--- config.mk ---
export PLATFORM = sky130hd
export DESIGN_NAME = osborne_video_gen
export DESIGN_NICKNAME = d
export VERILOG_FILES = /design/src/rtl/osborne_video_gen.sv
export SDC_FILE = /design/constraint.sdc
export NUM_CORES = 1
export LEC_CHECK = 0
export ABC_AREA = 0
export BUFFER_PORTS_ARGS = -buffer_cell sky130_fd_sc_hd__buf_4
export CORE_MARGIN = 1
export CORE_UTILIZATION = 45
export CTS_CLUSTER_DIAMETER = 30
export DETAILED_ROUTE_END_ITERATION = 12
export PLACE_DENSITY = 0.72
export SYNTH_ARGS = -nofsm -noshare
export SYNTH_HDL_FRONTEND = slang
export SYNTH_SLANG_ARGS = --single-unit
--- constraint.sdc ---
create_clock -name clk -period 4.4 [get_ports clk]
set_input_delay 1.1 -clock clk [delete_from_list [all_inputs] [get_ports clk]]
set_output_delay 1.1 -clock clk [all_outputs]
set_load 0.02 [all_outputs]
--- src/rtl/osborne_video_gen.sv ---
// Osborne-style text-mode video generator: raster counters, a two-stage character fetch
// pipeline (code/attribute, then glyph row) and an 8-bit pixel shifter with dim/reverse/underline.
module osborne_video_gen #(
  parameter int          COLS       = 52,
  parameter int          ROWS       = 24,
  parameter int          CHAR_H     = 10,
  parameter int          H_TOTAL    = 512,
  parameter int          VT_NTSC    = 262,
  parameter int          VT_PAL     = 312,
  parameter int          HS_START   = 437,
  parameter int          HS_END     = 473,
  parameter logic [15:0] VRAM_BASE  = 16'hF000,
  parameter int          ROW_STRIDE = 128
) (
  input  logic        clk,
  input  logic        reset,
  input  logic        ce_pix,
  input  logic        pal,
  input  logic [4:0]  scroll,
  output logic [15:0] vram_addr,
  input  logic [7:0]  vram_data,
  input  logic [2:0]  attr_data,
  output logic [10:0] char_addr,
  input  logic [7:0]  char_data,
  output logic        HBlank,
  output logic        HSync,
  output logic        VBlank,
  output logic        VSync,
  output logic [7:0]  video
);

  localparam int ACT_W     = COLS * 8;
  localparam int ACT_H     = ROWS * CHAR_H;
  localparam int VT_MAX    = (VT_PAL > VT_NTSC) ? VT_PAL : VT_NTSC;
  localparam int XW        = $clog2(H_TOTAL);
  localparam int YW        = $clog2(VT_MAX);
  localparam int STRIDE_SH = $clog2(ROW_STRIDE);

  // Stage 0: raster position and frame-latched mode
  logic [XW-1:0] x_q, x_d;
  logic [YW-1:0] y_q, y_d;
  logic [YW-1:0] row_q, row_d;
  logic [3:0]    line_q, line_d;
  logic          pal_q, pal_d;
  logic [4:0]    scroll_q, scroll_d;
  logic [YW-1:0] y_last;
  logic          x_wrap, y_wrap;

  assign y_last = pal_q ? YW'(VT_PAL - 1) : YW'(VT_NTSC - 1);
  assign x_wrap = (x_q == XW'(H_TOTAL - 1));
  assign y_wrap = (y_q == y_last);

  // Row/line advance as a carry chain so no divider is needed for y/CHAR_H
  always_comb begin
    x_d      = x_q;
    y_d      = y_q;
    row_d    = row_q;
    line_d   = line_q;
    pal_d    = pal_q;
    scroll_d = scroll_q;
    if (x_wrap) begin
      x_d = '0;
      if (y_wrap) begin
        y_d      = '0;
        row_d    = '0;
        line_d   = '0;
        pal_d    = pal;
        scroll_d = scroll;
      end else begin
        y_d = y_q + YW'(1);
        if (line_q == 4'(CHAR_H - 1)) begin
          line_d = '0;
          row_d  = row_q + YW'(1);
        end else begin
          line_d = line_q + 4'd1;
        end
      end
    end else begin
      x_d = x_q + XW'(1);
    end
  end

  always_ff @(posedge clk or posedge reset) begin
    if (reset) begin
      x_q      <= '0;
      y_q      <= '0;
      row_q    <= '0;
      line_q   <= '0;
      pal_q    <= 1'b0;
      scroll_q <= '0;
    end else if (ce_pix) begin
      x_q      <= x_d;
      y_q      <= y_d;
      row_q    <= row_d;
      line_q   <= line_d;
      pal_q    <= pal_d;
      scroll_q <= scroll_d;
    end
  end

  // Undelayed timing decodes for the current stage-0 position
  logic hb_raw, hs_raw, vb_raw, vs_raw, active0;

  assign hb_raw  = (32'(x_q) >= ACT_W);
  assign hs_raw  = (32'(x_q) >= HS_START) && (32'(x_q) < HS_END);
  assign vb_raw  = (32'(y_q) >= ACT_H);
  assign vs_raw  = (32'(y_q) >= ACT_H + 5) && (32'(y_q) < ACT_H + 8);
  assign active0 = !hb_raw && !vb_raw;

  // Character-code address; the text row wraps modulo 32 after scrolling
  logic [4:0]  row_sum;
  logic [15:0] addr_calc;
  logic [15:0] addr_hold_q;

  assign row_sum   = 5'(row_q) + scroll_q;
  assign addr_calc = VRAM_BASE + (16'(row_sum) << STRIDE_SH) + 16'(x_q >> 3);
  assign vram_addr = active0 ? addr_calc : addr_hold_q;

  always_ff @(posedge clk or posedge reset) begin
    if (reset) begin
      addr_hold_q <= VRAM_BASE;
    end else if (ce_pix) begin
      addr_hold_q <= vram_addr;
    end
  end

  // Stage 1: capture code and attribute returned for the stage-0 address
  logic [6:0] code_q;
  logic [2:0] attr1_q;
  logic [3:0] line1_q;
  logic [2:0] phase1_q;
  logic       vld1_q;
  logic       hb1_q, hs1_q, vb1_q, vs1_q;
  logic       unused_code_msb;

  assign unused_code_msb = vram_data[7];
  assign char_addr       = {line1_q, code_q};

  always_ff @(posedge clk or posedge reset) begin
    if (reset) begin
      code_q   <= '0;
      attr1_q  <= '0;
      line1_q  <= '0;
      phase1_q <= '0;
      vld1_q   <= 1'b0;
      hb1_q    <= 1'b0;
      hs1_q    <= 1'b0;
      vb1_q    <= 1'b0;
      vs1_q    <= 1'b0;
    end else if (ce_pix) begin
      code_q   <= vram_data[6:0];
      attr1_q  <= attr_data;
      line1_q  <= line_q;
      phase1_q <= x_q[2:0];
      vld1_q   <= 1'b1;
      hb1_q    <= hb_raw;
      hs1_q    <= hs_raw;
      vb1_q    <= vb_raw;
      vs1_q    <= vs_raw;
    end
  end

  // Stage 2: glyph shifter, loaded when stage 1 holds the first pixel of a cell
  logic [7:0] shift_q, shift_d;
  logic [2:0] attr2_q;
  logic [3:0] line2_q;
  logic       cell_load;
  logic       hb2_q, hs2_q, vb2_q, vs2_q;

  assign cell_load = (phase1_q == 3'd0);

  always_comb begin
    shift_d = {shift_q[6:0], 1'b0};
    if (cell_load) begin
      // Right after reset stage 1 holds no fetched code yet, so show nothing
      shift_d = vld1_q ? char_data : 8'h00;
    end
  end

  always_ff @(posedge clk or posedge reset) begin
    if (reset) begin
      shift_q <= '0;
      attr2_q <= '0;
      line2_q <= '0;
      hb2_q   <= 1'b0;
      hs2_q   <= 1'b0;
      vb2_q   <= 1'b0;
      vs2_q   <= 1'b0;
    end else if (ce_pix) begin
      shift_q <= shift_d;
      if (cell_load) begin
        attr2_q <= attr1_q;
        line2_q <= line1_q;
      end
      hb2_q <= hb1_q;
      hs2_q <= hs1_q;
      vb2_q <= vb1_q;
      vs2_q <= vs1_q;
    end
  end

  assign HBlank = hb2_q;
  assign HSync  = hs2_q;
  assign VBlank = vb2_q;
  assign VSync  = vs2_q;

  logic underline_on, pixel_on;

  assign underline_on = attr2_q[2] && (line2_q == 4'(CHAR_H - 1));
  assign pixel_on     = (shift_q[7] | underline_on) ^ attr2_q[1];

  always_comb begin
    video = 8'd0;
    if (!hb2_q && !vb2_q && pixel_on) begin
      video = attr2_q[0] ? 8'd128 : 8'd255;
    end
  end

endmodule

=== Word level (Yosys, flattened, before mapping) ===
Cells that the tools add are included.
W data, S select, Z words.

* Flip-flop bits (word level): 94
* Input bits: 28
* Output and inout port bits: 39
* Word-level logic and storage cells: 70

* Add/subtract/negate cells: 7
* Order comparisons: 6
* Equality and inequality tests: 4
* Muxes and demuxes: 12
* Bitwise logic cells: 2
* Reductions and logical operators: 16

{| class="wikitable"
|+ Operators with widths
! cell !! number
|-
| $mux W9 || 4
|-
| $add A9 B1 Y9 const B || 3
|-
| $mux W8 || 3
|-
| $ge A9 B8 Y1 const B || 2
|-
| $ge A9 B9 Y1 const B || 2
|-
| $mux W16 || 1
|-
| $add A14 B7 Y15 || 1
|-
| $add A13 B13 Y14 const A || 1
|-
| $eq A9 B9 Y1 || 1
|-
| $eq A9 B9 Y1 const B || 1
|-
| $lt A9 B8 Y1 const B || 1
|-
| $lt A9 B9 Y1 const B || 1
|-
| $eq A4 B4 Y1 const B || 2
|-
| $mux W4 || 2
|-
| $mux W7 || 1
|-
| $logic_and A1 B1 Y1 || 6
|-
| $mux W6 || 1
|-
| $reduce_and A3 Y1 || 2
|-
| $add A5 B5 Y5 || 1
|-
| $add A4 B1 Y4 const B || 1
|-
| $logic_not A1 Y1 || 4
|-
| $reduce_and A2 Y1 || 2
|-
| $logic_not A3 Y1 || 1
|-
| $reduce_bool A2 Y1 || 1
|-
| other kinds (2) || 2
|}

=== Longest topological paths before layout ===
Gate-level depths: netlist of run 1.

* Word-level depth: 6
* Mapped depth: 11
* Mapped depth without buffers: 9

=== Worst setup path after synthesis of run 1 ===
OpenSTA, ideal clock, no wires.

* Kind: reg2out
* Start point: register line2_q[1]
* End point: output port video[1]
* Arrival: 2.101 ns
* Data required time: 3.300 ns
* Path slack: 1.199 ns
* Stages on the path, launching flop included: 6
* Path buffers: 1
* Cell sequence: dfrtp_1 nor2_1 a41oi_1 xor2_1 nor4_1 buf_4

* Word-level cells in the longest chain between the ends: 6

{| class="wikitable"
|+ RTL lines
! what !! line !! text
|-
| start, declared || 166 || <nowiki>logic [3:0] line2_q;</nowiki>
|-
| start signal, assigned || 193 || <nowiki>line2_q <= line1_q;</nowiki>
|-
| $eq A4 B4 Y1 || 209 || <nowiki>assign underline_on = attr2_q[2] && (line2_q == 4'(CHAR_H - 1));</nowiki>
|-
| $logic_and A1 B1 Y1 || 209 ||
|-
| $or A1 B1 Y1 || 210 || <nowiki>assign pixel_on = (shift_q[7] | underline_on) ^ attr2_q[1];</nowiki>
|-
| $xor A1 B1 Y1 || 210 ||
|-
| $logic_and A1 B1 Y1 || 214 || <nowiki>if (!hb2_q && !vb2_q && pixel_on) begin</nowiki>
|-
| $mux W8 || 214 ||
|-
| end, declared || 29 || <nowiki>output logic [7:0] video</nowiki>
|}

Every way passes these cells.

=== Final worst setup path of run 1 ===
* Start point: register row_q[0]
* End point: output port vram_addr[11]

* Word-level cells in the longest chain between the ends: 4

{| class="wikitable"
|+ RTL lines
! what !! line !! text
|-
| start, declared || 42 || <nowiki>logic [YW-1:0] row_q, row_d;</nowiki>
|-
| start signal, assigned || 94 || <nowiki>row_q <= row_d;</nowiki>
|-
| $add A5 B5 Y5 || 115 || <nowiki>assign row_sum = 5'(row_q) + scroll_q;</nowiki>
|-
| $add A13 B13 Y14 || 116 || <nowiki>assign addr_calc = VRAM_BASE + (16'(row_sum) << STRIDE_SH) + 16'(x_q >> 3);</nowiki>
|-
| $add A14 B7 Y15 || 116 ||
|-
| $mux W16 || 117 || <nowiki>assign vram_addr = active0 ? addr_calc : addr_hold_q;</nowiki>
|-
| end, declared || 20 || <nowiki>output logic [15:0] vram_addr,</nowiki>
|}

Every way passes these cells.

==> results.json, run 1 <==
{
  "outcome": "finished, final reports clean",
  "yosys.area_share.simple_pct": 12.3,
  "wirelength_um": 7890,
  "maxCapViolations": 0,
  "cts_setup_buffers": 0,
  "ys.flop_type": "dfrtp_1",
  "hold_viol_final": 0,
  "core-area_um2": 9280,
  "place_congestion": 0.824,
  "max_freq_ghz": 0.294,
  "worstMarginPinSlew_ns": 1.00,
  "seq_area_frac_synth_pct": 51.9,
  "cts_root_buf": "clkbuf_8",
  "initial_utilization_pct": 46.8,
  "hp-class": "flop to flop",
  "r2r-end": "line_q[2]",
  "rows": 35,
  "vias": 2938,
  "min_period_ns": 3.40,
  "vdd_drop_max_mv": 0.151,
  "syn_inst": 372,
  "synth_fa_ha_area_share_pct": 4.49,
  "cp_max_fo": 5,
  "synth_compound_area_share_pct": 7.37,
  "slew_headroom_pct": 33.2,
  "routed_via_density": 5.27,
  "path_depth": 8,
  "post-route-period-util_pct": 77.2,
  "crit_family": "adder cells",
  "wl_per_cell_um": 14.2,
  "postCtsHoldBufs": 0,
  "grt_pass1_vias": 2819,
  "async_flop_share_pct": 100,
  "area_growth_pct": 16.3,
  "reg2reg_slack_ns": 1.58,
  "synth_top_family_by_area": "multiplexers",
  "drt_iter0_markers": 100,
  "p_leak_nw": 2.40,
  "grt_max_degree": 61,
  "finalMaxSlewViolations": 0,
  "ios": 67,
  "grt_remaining_overflow": 0,
  "fin_util_pct": 54.5,
  "fillCellCount": 803,
  "track_usage_pct": 16.3,
  "timing.critical_path.slowest_stage_cell": "dfrtp_1",
  "slowest_delay_ns": 0.45,
  "cts-buffers-inserted": 9,
  "die_area_um2": 10100,
  "io_buffers": 65,
  "critPathBufInv": 2,
  "crit_path_cell_trace": "ha_1 > inv_1 > fa_1 > nand2b_1 > a21oi_1 > xnor2_1 > mux2_2 > buf_4",
  "critical_path.startpoint": "row_q[0]",
  "p_total_mw": 1.97,
  "post-dp-hpwl_um": 5410,
  "drtAntennaViolNets": 0,
  "tns_ns": 0,
  "clkTransAtPathRegs_ns": 0.09,
  "worstHoldStart": "addr_hold_q[6]",
  "drtPass1Iterations": 4,
  "r2r_cells": 8,
  "drc": 0,
  "grt_pass1_wl_um": 13100,
  "hold_depth": 1,
  "crit_end": "vram_addr[11]",
  "critPathKind": "flop to output port",
  "dp_slack_ns": 1.37,
  "synth_nets": 415,
  "ys_types": 49,
  "rsz0062_at_grt": "no",
  "htreeDepth": 3,
  "cts_resized": 0,
  "cts_sinks": 90,
  "antenna_cells": 0,
  "fin_skew_ns": 0.00827,
  "p_per_area_nw_per_um2": 389,
  "crit_required_ns": 3.30,
  "cp.arrival_ns": 2.30,
  "synth_edf_count": 0,
  "drive_gt1_share_pct": 34.3,
  "fin_nets": 466,
  "yosys_warnings": 0,
  "antenna_found_initial": 0,
  "cp-end-kind": "output port",
  "fp.dieH_um": 100,
  "final-setup-viol-count": 0,
  "synthMuxAreaShare_pct": 16.8,
  "clock_latency_ns": 0.34,
  "startpoint_type": "flop",
  "synth_area_um2": 4350,
  "timing.rr.start": "x_q[0]",
  "cts_max_path_buffers": 2,
  "worst_slack_ns": 1.00,
  "synth.avg_cell_area_um2": 11.7,
  "ys_ff_latch": 90,
  "die_w_um": 100,
  "cts_tree": "built",
  "synth-xor-area-share_pct": 2.62
}
[power by group]
group          switching [mW]  internal [mW]  total (mW)  leakage, nW
combinational           0.223          0.209       0.431         1.17
clock                   0.278          0.236       0.514       0.0924
sequential             0.0917          0.929        1.02         1.14
[layout make-up]
| cell class | count | area, µm² | share of cell area (%) |
|---|---|---|---|
| Sequential cell | 90 | 2260 | 44.6 |
| Multi-Input combinational cell | 242 | 1900 | 37.7 |
| Timing Repair Buffer | 67 | 503 | 9.95 |
| Tap cell | 129 | 161 | 3.19 |
| Clock buffer | 12 | 155 | 3.07 |
| Inverter | 13 | 50.0 | 0.990 |
| Clock inverter | 4 | 26.3 | 0.520 |
[layer usage]
metal	vias up	track usage, %	wire (µm)
met4	0	5.91	65
met2	59	27.1	4010
li1	1419	-	-
met3	6	2.65	279
met5	-	0	0
met1	1454	21.6	3530
[stage by stage]
step           area, µm²  hold WS, ns  std cells
2_1_floorplan       4350        0.444        372
3_3_place_gp        4880        0.461        541
3_5_place_dp        4880        0.470        541
4_1_cts             5060        0.493        557
5_1_grt             5060        0.509        557
6_report            5060        0.492        557
[state kept, by name, summed over array words and instances, names as in the netlist, 3 cells and up]
signal / flops
addr_hold_q: 16
x_q: 9
y_q: 9
shift_q: 8
code_q: 7
row_q: 5
scroll_q: 5
line1_q: 4
line2_q: 4
line_q: 4
attr1_q: 3
attr2_q: 3
phase1_q: 3
[kinds of logic (layout without fill, tap and decap cells)]
logic type,Yosys count,in the layout
simple gates,97,97
flops,90,90
mux,64,64
compound gates,53,53
buf+inv,40,96
fa+ha+maj,15,15
xor+xnor,13,13
[cell usage in the layout (no fill, tap or decap), types with 3 or more instances in the layout]
| master | n |
|---|---|
| a21oi_1 | 7 |
| a22o_1 | 3 |
| a31oi_1 | 8 |
| a41oi_1 | 4 |
| and3_1 | 4 |
| buf_4 | 67 |
| clkbuf_8 | 11 |
| clkinv_2 | 3 |
| dfrtp_1 | 86 |
| dfstp_2 | 4 |
| ha_1 | 14 |
| inv_1 | 12 |
| mux2_2 | 49 |
| mux2_4 | 6 |
| mux2i_1 | 9 |
| nand2_1 | 18 |
| nand2b_1 | 11 |
| nand3_1 | 17 |
| nand4_1 | 7 |
| nor2_1 | 14 |
| nor3_1 | 6 |
| o21ai_0 | 24 |
| xnor2_1 | 7 |
| xor2_1 | 6 |
[worst register-to-register path, stage by stage (launching register included)]
cell     delay [ns]
dfrtp_1        0.45
ha_1           0.26
nand3_1        0.09
nor2_1         0.17
and3_1         0.19
ha_1           0.35
and2_0         0.77
a41oi_1        0.24
a31oi_1        0.22
[synth_stat cells (2+ instances only)]
cell	number	share of area, %
or4_1	2	0.35
nand3_1	17	2.0
nand4_1	7	1.0
o21ai_0	24	2.8
mux2_2	49	13
xor2_1	6	1.2
dfrtp_1	86	49
buf_6	2	0.52
nand2_1	18	1.6
a21oi_1	7	0.81
and4_1	2	0.40
nor2_1	14	1.2
and3_1	4	0.58
a31oi_1	8	1.2
mux2_4	6	2.1
mux2i_1	9	2.1
nand2b_1	11	1.6
buf_4	7	1.2
a22o_1	3	0.60
nor4b_1	3	0.60
and2_1	2	0.29
dfstp_2	4	2.4
buf_1	2	0.17
a41oi_1	4	0.81
xnor2_1	7	1.4
inv_1	13	1.1
ha_1	14	4.0
clkbuf_1	15	1.3
nor3_1	6	0.69
[worst min-delay path by stage]
stage / slack (ns) / end
floorplan: 0.44 / addr_hold_q[6]
global placement: 0.46 / addr_hold_q[1]
detailed placement: 0.47 / addr_hold_q[6]
CTS: 0.49 / addr_hold_q[6]
global route: 0.51 / addr_hold_q[8]
finish: 0.49 / addr_hold_q[6]
Note: power is estimated with default switching activity, not from simulation.
==> run 2, diff against run 1 <==
--- a/config.mk
+++ b/config.mk
@@ -5,7 +5,7 @@
 export SDC_FILE = /design/constraint.sdc
 export NUM_CORES = 1
 export LEC_CHECK = 0
-export ABC_AREA = 0
+export ABC_AREA = 1
 export BUFFER_PORTS_ARGS = -buffer_cell sky130_fd_sc_hd__buf_4
 export CORE_MARGIN = 1
 export CORE_UTILIZATION = 45
==> constraint.sdc (replaced) <==
create_clock -name clk -period 3.14 [get_ports clk]
set_input_delay 0.785 -clock clk [delete_from_list [all_inputs] [get_ports clk]]
set_output_delay 0.785 -clock clk [all_outputs]
set_load 0.02 [all_outputs]
==> results.json, run 2 <==
{
  "outcome": "finished, final reports clean",
  "min_period_ns": 2.99,
  "startpoint_type": "flop",
  "seq_area_frac_synth_pct": 51.4,
  "ys_types": 38,
  "cts_sinks": 90,
  "fillCellCount": 877,
  "dr_wl_met2_um": 4150,
  "cp.arrival_ns": 2.20,
  "synth_nets": 569,
  "syn_inst": 526,
  "async_flop_share_pct": 100,
  "timing.critical_path.slowest_stage_cell": "dfrtp_1",
  "multi_input_area_um2": 1770,
  "routed_via_density": 4.83,
  "largest_reg_flops": 16,
  "ios": 67,
  "fp.dieH_um": 101,
  "cts_setup_buffers": 0,
  "critPathKind": "flop to output port",
  "slew_headroom_pct": 72.1,
  "cts_root_buf": "clkbuf_8",
  "reg.largest.list": "addr_hold_q x16, x_q x9, y_q x9",
  "ys.flop_type": "dfrtp_1",
  "area_growth_pct": 17.6,
  "die_area_um2": 10200,
  "post-dp-hpwl_um": 6150,
  "ys_ff_latch": 90,
  "max_freq_ghz": 0.335,
  "grt_pass1_vias": 3403,
  "seq_area_um2": 2260,
  "whs_ns": 0.348,
  "wl_per_cell_um": 12.4,
  "synth_area_leader_cell": "dfrtp_1",
  "wl_met1_um": 4340,
  "r2r-end": "line_q[2]",
  "fin_nets": 628,
  "yosysMostFrequentCell": "nand2_1",
  "cp_max_fo": 5,
  "vdd_drop_max_mv": 0.295,
  "crit_family": "adder cells",
  "hp-class": "input pin to asynchronous set/reset pin",
  "largest_register": "addr_hold_q",
  "synth_area_leaders": "dfrtp_1 49%, nand2_1 15%, inv_1 4.9%",
  "final_common_cell": "nand2_1",
  "clock_latency_ns": 0.35,
  "drive_gt1_share_pct": 18.3,
  "layout.cells.non_filler": 719,
  "core-area_um2": 9330,
  "fin_skew_ns": 0.0142,
  "final-setup-viol-count": 0,
  "drtAntennaViolNets": 0,
  "slowest_delay_ns": 0.45,
  "postCtsHoldBufs": 0,
  "crit_top_cell": "nand2_1",
  "wirelength_um": 8920,
  "crit_path_cell_trace": "ha_1 > inv_1 > fa_1 > nand3b_1 > nand2_1 > xor2_1 > nand2_1 > nand2_1 > buf_4",
  "synth_top_area_share_pct": 49.0,
  "r2r_cells": 11,
  "clkTransAtPathRegs_ns": 0.09,
  "drt_iter0_markers": 174,
  "grt_pass1_wl_um": 15500,
  "maxCapViolations": 0,
  "cts-buffers-inserted": 9,
  "rows": 35,
  "finalMaxSlewViolations": 0,
  "drc": 0,
  "antenna_cells": 0,
  "grt_max_degree": 78,
  "cp-end-kind": "output port",
  "cts_tree": "built",
  "place_inst": 703,
  "die_w_um": 101,
  "drtPass1Iterations": 4,
  "grt_remaining_overflow": 0,
  "initial_utilization_pct": 47.1,
  "p_leak_nw": 2.76,
  "layout_common_cells": "179 x nand2_1, 86 x dfrtp_1, 69 x buf_4",
  "ys_top_cells_by_count": "179 x nand2_1, 86 x dfrtp_1, 57 x inv_1",
  "post-route-period-util_pct": 95.2,
  "vias": 3471,
  "synth.avg_cell_area_um2": 8.35,
  "place_congestion": 0.857,
  "tns_ns": 0,
  "io_buffers": 65,
  "hold_viol_final": 0,
  "yosys_warnings": 0,
  "htreeDepth": 3,
  "rsz0062_at_grt": "no",
  "p_per_area_nw_per_um2": 591,
  "worstMarginPinSlew_ns": 0.418,
  "crit_required_ns": 2.35,
  "highest_layer": "met4",
  "track_usage_pct": 19.3,
  "dr_wl_met3_um": 344,
  "critPathBufInv": 2,
  "timing.rr.start": "x_q[1]",
  "reg2reg_slack_ns": 0.79,
  "cts_resized": 0,
  "synth_area_um2": 4390,
  "antenna_found_initial": 0,
  "cts_max_path_buffers": 2,
  "synth_edf_count": 0
}
-- run 2: cell count changes in the layout (fill, tap and decap cells not counted), moves of 6 or more --
cell,before,now
inv_1,12,56
nand3_1,17,38
o21ai_0,24,35
nand2_1,18,179
mux2i_1,9,0
mux2_4,6,0
nand2b_1,11,0
a31oi_1,8,0
nor2_1,14,21
mux2_2,49,0
-- run 2: cell families after synthesis --
logic type,synth area share (%)
simple gates,26.5
flops,51.4
buf+inv,8.26
compound gates,6.61
fa+ha+maj,4.44
xor+xnor,2.79
-- run 2: worst register-to-register path, delay by kind of cell, from the launching register on --
kind | cells | cell delay (ns)
xor gates and xnor gates | 1 | 0.15
AOI/OAI and AO/OA | 1 | 0.10
buffers and inverters | 3 | 0.70
DFF | 1 | 0.43
and+or+nand+nor | 4 | 0.45
adders and majority gates | 2 | 0.44
-- run 2: where the power goes --
| group | total [mW] | internal [mW] | switching [mW] |
|---|---|---|---|
| registers | 1.44 | 1.32 | 0.121 |
| logic | 0.807 | 0.307 | 0.501 |
| clock network | 0.806 | 0.395 | 0.411 |
-- run 2: how the worst max path moves through the flow --
stage | startpoint | end | cells after the start
after floorplan | reset | HBlank | 1
after global placement | row_q[0] | vram_addr[11] | 9
after detailed placement | row_q[0] | vram_addr[11] | 9
after CTS | row_q[0] | vram_addr[11] | 9
after global routing | row_q[0] | vram_addr[11] | 9
final | row_q[0] | vram_addr[11] | 9
-- run 2: final cells by class --
type / instances / area share, %
Sequential cell: 90 / 43.7
Clock inverter: 5 / 1.16
Multi-Input combinational cell: 352 / 34.3
Inverter: 62 / 4.58
Clock buffer: 11 / 2.74
Timing Repair Buffer: 70 / 10.4
Tap cell: 129 / 3.12
-- run 2: metrics by stage --
stage,worst slack [ns],cell area (µm²),power [mW],util [%]
2_1_floorplan,0.0264,4390,2.03,-
3_3_place_gp,0.634,4970,2.25,53.3
6_report,0.152,5170,3.06,55.4
3_5_place_dp,0.564,4970,2.28,53.3
4_1_cts,0.166,5170,3.09,55.4
5_1_grt,0.00636,5170,3.24,55.4
-- run 2: layer usage --
metal  global-route usage [%]  vias up
li1                         -     1766
met1                     26.2     1617
met2                     31.8       81
met3                     2.70        7
met4                     6.91        0
met5                        0        -
==> run 3, diff against run 2 <==
--- a/config.mk
+++ b/config.mk
@@ -5,13 +5,12 @@
 export SDC_FILE = /design/constraint.sdc
 export NUM_CORES = 1
 export LEC_CHECK = 0
-export ABC_AREA = 1
 export BUFFER_PORTS_ARGS = -buffer_cell sky130_fd_sc_hd__buf_4
 export CORE_MARGIN = 1
 export CORE_UTILIZATION = 45
 export CTS_CLUSTER_DIAMETER = 30
 export DETAILED_ROUTE_END_ITERATION = 12
-export PLACE_DENSITY = 0.72
+export PLACE_DENSITY = 0.66
 export SYNTH_ARGS = -nofsm -noshare
 export SYNTH_HDL_FRONTEND = slang
 export SYNTH_SLANG_ARGS = --single-unit
==> results.json, run 3 (synthesis results as in run 1) <==
{
  "outcome": "finished, final reports clean",
  "critPathKind": "flop to output port",
  "place_congestion": 0.813,
  "min_period_ns": 3.02,
  "finalMaxSlewViolations": 0,
  "startpoint_type": "flop",
  "grt_pass1_vias": 2880,
  "layout.cells.non_filler": 563,
  "drtPass1Iterations": 4,
  "cp.arrival_ns": 2.23,
  "vias": 2941,
  "cts_max_path_buffers": 2,
  "fp.dieH_um": 100,
  "worstMarginPinSlew_ns": 0.654,
  "die_w_um": 100,
  "grt_remaining_overflow": 0,
  "slowest_delay_ns": 0.42,
  "final-setup-viol-count": 0,
  "grt_pass1_wl_um": 13300,
  "cts-buffers-inserted": 9,
  "post-route-period-util_pct": 96.0,
  "area_growth_pct": 17.8,
  "rows": 35,
  "cp-end-kind": "output port",
  "tns_ns": 0,
  "wl_per_cell_um": 14.1,
  "wirelength_um": 7950,
  "timing.critical_path.slowest_stage_cell": "dfrtp_2",
  "fin_skew_ns": 0.00761,
  "antenna_found_initial": 0,
  "initial_utilization_pct": 46.8,
  "rsz0062_at_grt": "no",
  "drt_iter0_markers": 140,
  "max_freq_ghz": 0.332,
  "slew_headroom_pct": 56.4,
  "place_inst": 548,
  "antenna_cells": 0,
  "final_common_cell": "dfrtp_1",
  "ios": 67,
  "layout_common_cells": "85 x dfrtp_1, 73 x buf_4, 49 x mux2_2",
  "reg2reg_slack_ns": 0.64,
  "fin_nets": 473,
  "cts_sinks": 90,
  "grt_max_degree": 38,
  "track_usage_pct": 16.8,
  "whs_ns": 0.478,
  "die_area_um2": 10100,
  "routed_via_density": 5.22,
  "p_leak_nw": 2.43,
  "drtAntennaViolNets": 0,
  "drc": 0,
  "crit_required_ns": 2.35,
  "htreeDepth": 3,
  "drive_gt1_share_pct": 35.7,
  "cp_max_fo": 5,
  "hp-class": "input pin to asynchronous set/reset pin",
  "p_total_mw": 2.78,
  "vdd_drop_max_mv": 0.193,
  "r2r_cells": 8,
  "hold_viol_final": 0,
  "crit_path_cell_trace": "ha_1 > inv_1 > fa_1 > nand2b_1 > a21oi_1 > xnor2_1 > mux2_2 > buf_4",
  "largest_register": "addr_hold_q",
  "p_per_area_nw_per_um2": 544,
  "reg.largest.list": "addr_hold_q x16, x_q x9, y_q x9",
  "maxCapViolations": 0,
  "clkTransAtPathRegs_ns": 0.09,
  "io_buffers": 65,
  "cts_tree": "built",
  "largest_reg_flops": 16,
  "post-dp-hpwl_um": 5560,
  "cts_root_buf": "clkbuf_8",
  "clock_latency_ns": 0.35,
  "core-area_um2": 9280
}
[run 3: cell count changes in the layout (fill, tap and decap cells not counted), moves of 8 or more]
| cell | delta |
|---|---|
| nand2_1 | -161 |
| mux2_2 | +49 |
| inv_1 | -44 |
| nand3_1 | -21 |
| nand2b_1 | +11 |
| o21ai_0 | -11 |
| mux2i_1 | +9 |
| a31oi_1 | +8 |
[run 3: area by class of cell]
class / count / area, µm²
sequential: 90 / 2260
fill: 831 / 4160
clock buffer: 10 / 138
tap: 129 / 161
inverter: 13 / 50.0
timing repair buffer: 74 / 568
multi-input combinational: 242 / 1900
clock inverter: 5 / 40.0
[run 3: power breakdown]
part / internal (mW) / switching (mW)
clock: 0.309 / 0.416
combinational: 0.313 / 0.326
sequential: 1.30 / 0.118
total: 1.92 / 0.860
[run 3: through the flow]
| stage | utilization (%) | worst slack [ns] | instance area [µm²] |
|---|---|---|---|
| 6_report | 55.1 | 0.125 | 5120 |
| 5_1_grt | 55.1 | 0.0240 | 5120 |
| 4_1_cts | 55.1 | 0.0456 | 5120 |
| 3_5_place_dp | 53.2 | 0.453 | 4940 |
| 3_3_place_gp | 53.2 | 0.495 | 4940 |
| 2_1_floorplan | - | 0.0264 | 4350 |
[run 3: metal layers]
metal | GRT usage, % | routed length, µm
met2 | 28.9 | 4070
met4 | 5.13 | 71
met1 | 21.2 | 3560
met5 | 0 | 0
met3 | 3.55 | 250
[run 3: worst paths after layout]
path                                start              end
hold reg to reg            addr_hold_q[1]   addr_hold_q[1]
hold / removal                      reset  addr_hold_q[10]
setup reg to reg                   x_q[0]      scroll_q[3]
max in group asynchronous           reset  addr_hold_q[15]
min in group clk           addr_hold_q[1]   addr_hold_q[1]
setup / recovery                 row_q[0]    vram_addr[11]
[run 3: timing repair]
| item | 4_1_cts | 5_1_grt |
|---|---|---|
| setup buffers | 0 | 0 |
| resized for setup | 0 | 1 |
| hold buffers | 0 | 0 |
| endpoints found under the setup margin | 0 | 1 |
[run 3: critical path, delay by kind of cell (launching register included)]
kind | cells | cell delay [ns]
simple gates | 1 | 0.15
flops | 1 | 0.42
buf+inv | 2 | 0.22
compound gates | 1 | 0.15
xor+xnor | 1 | 0.10
mux | 1 | 0.27
fa+ha+maj | 2 | 0.58
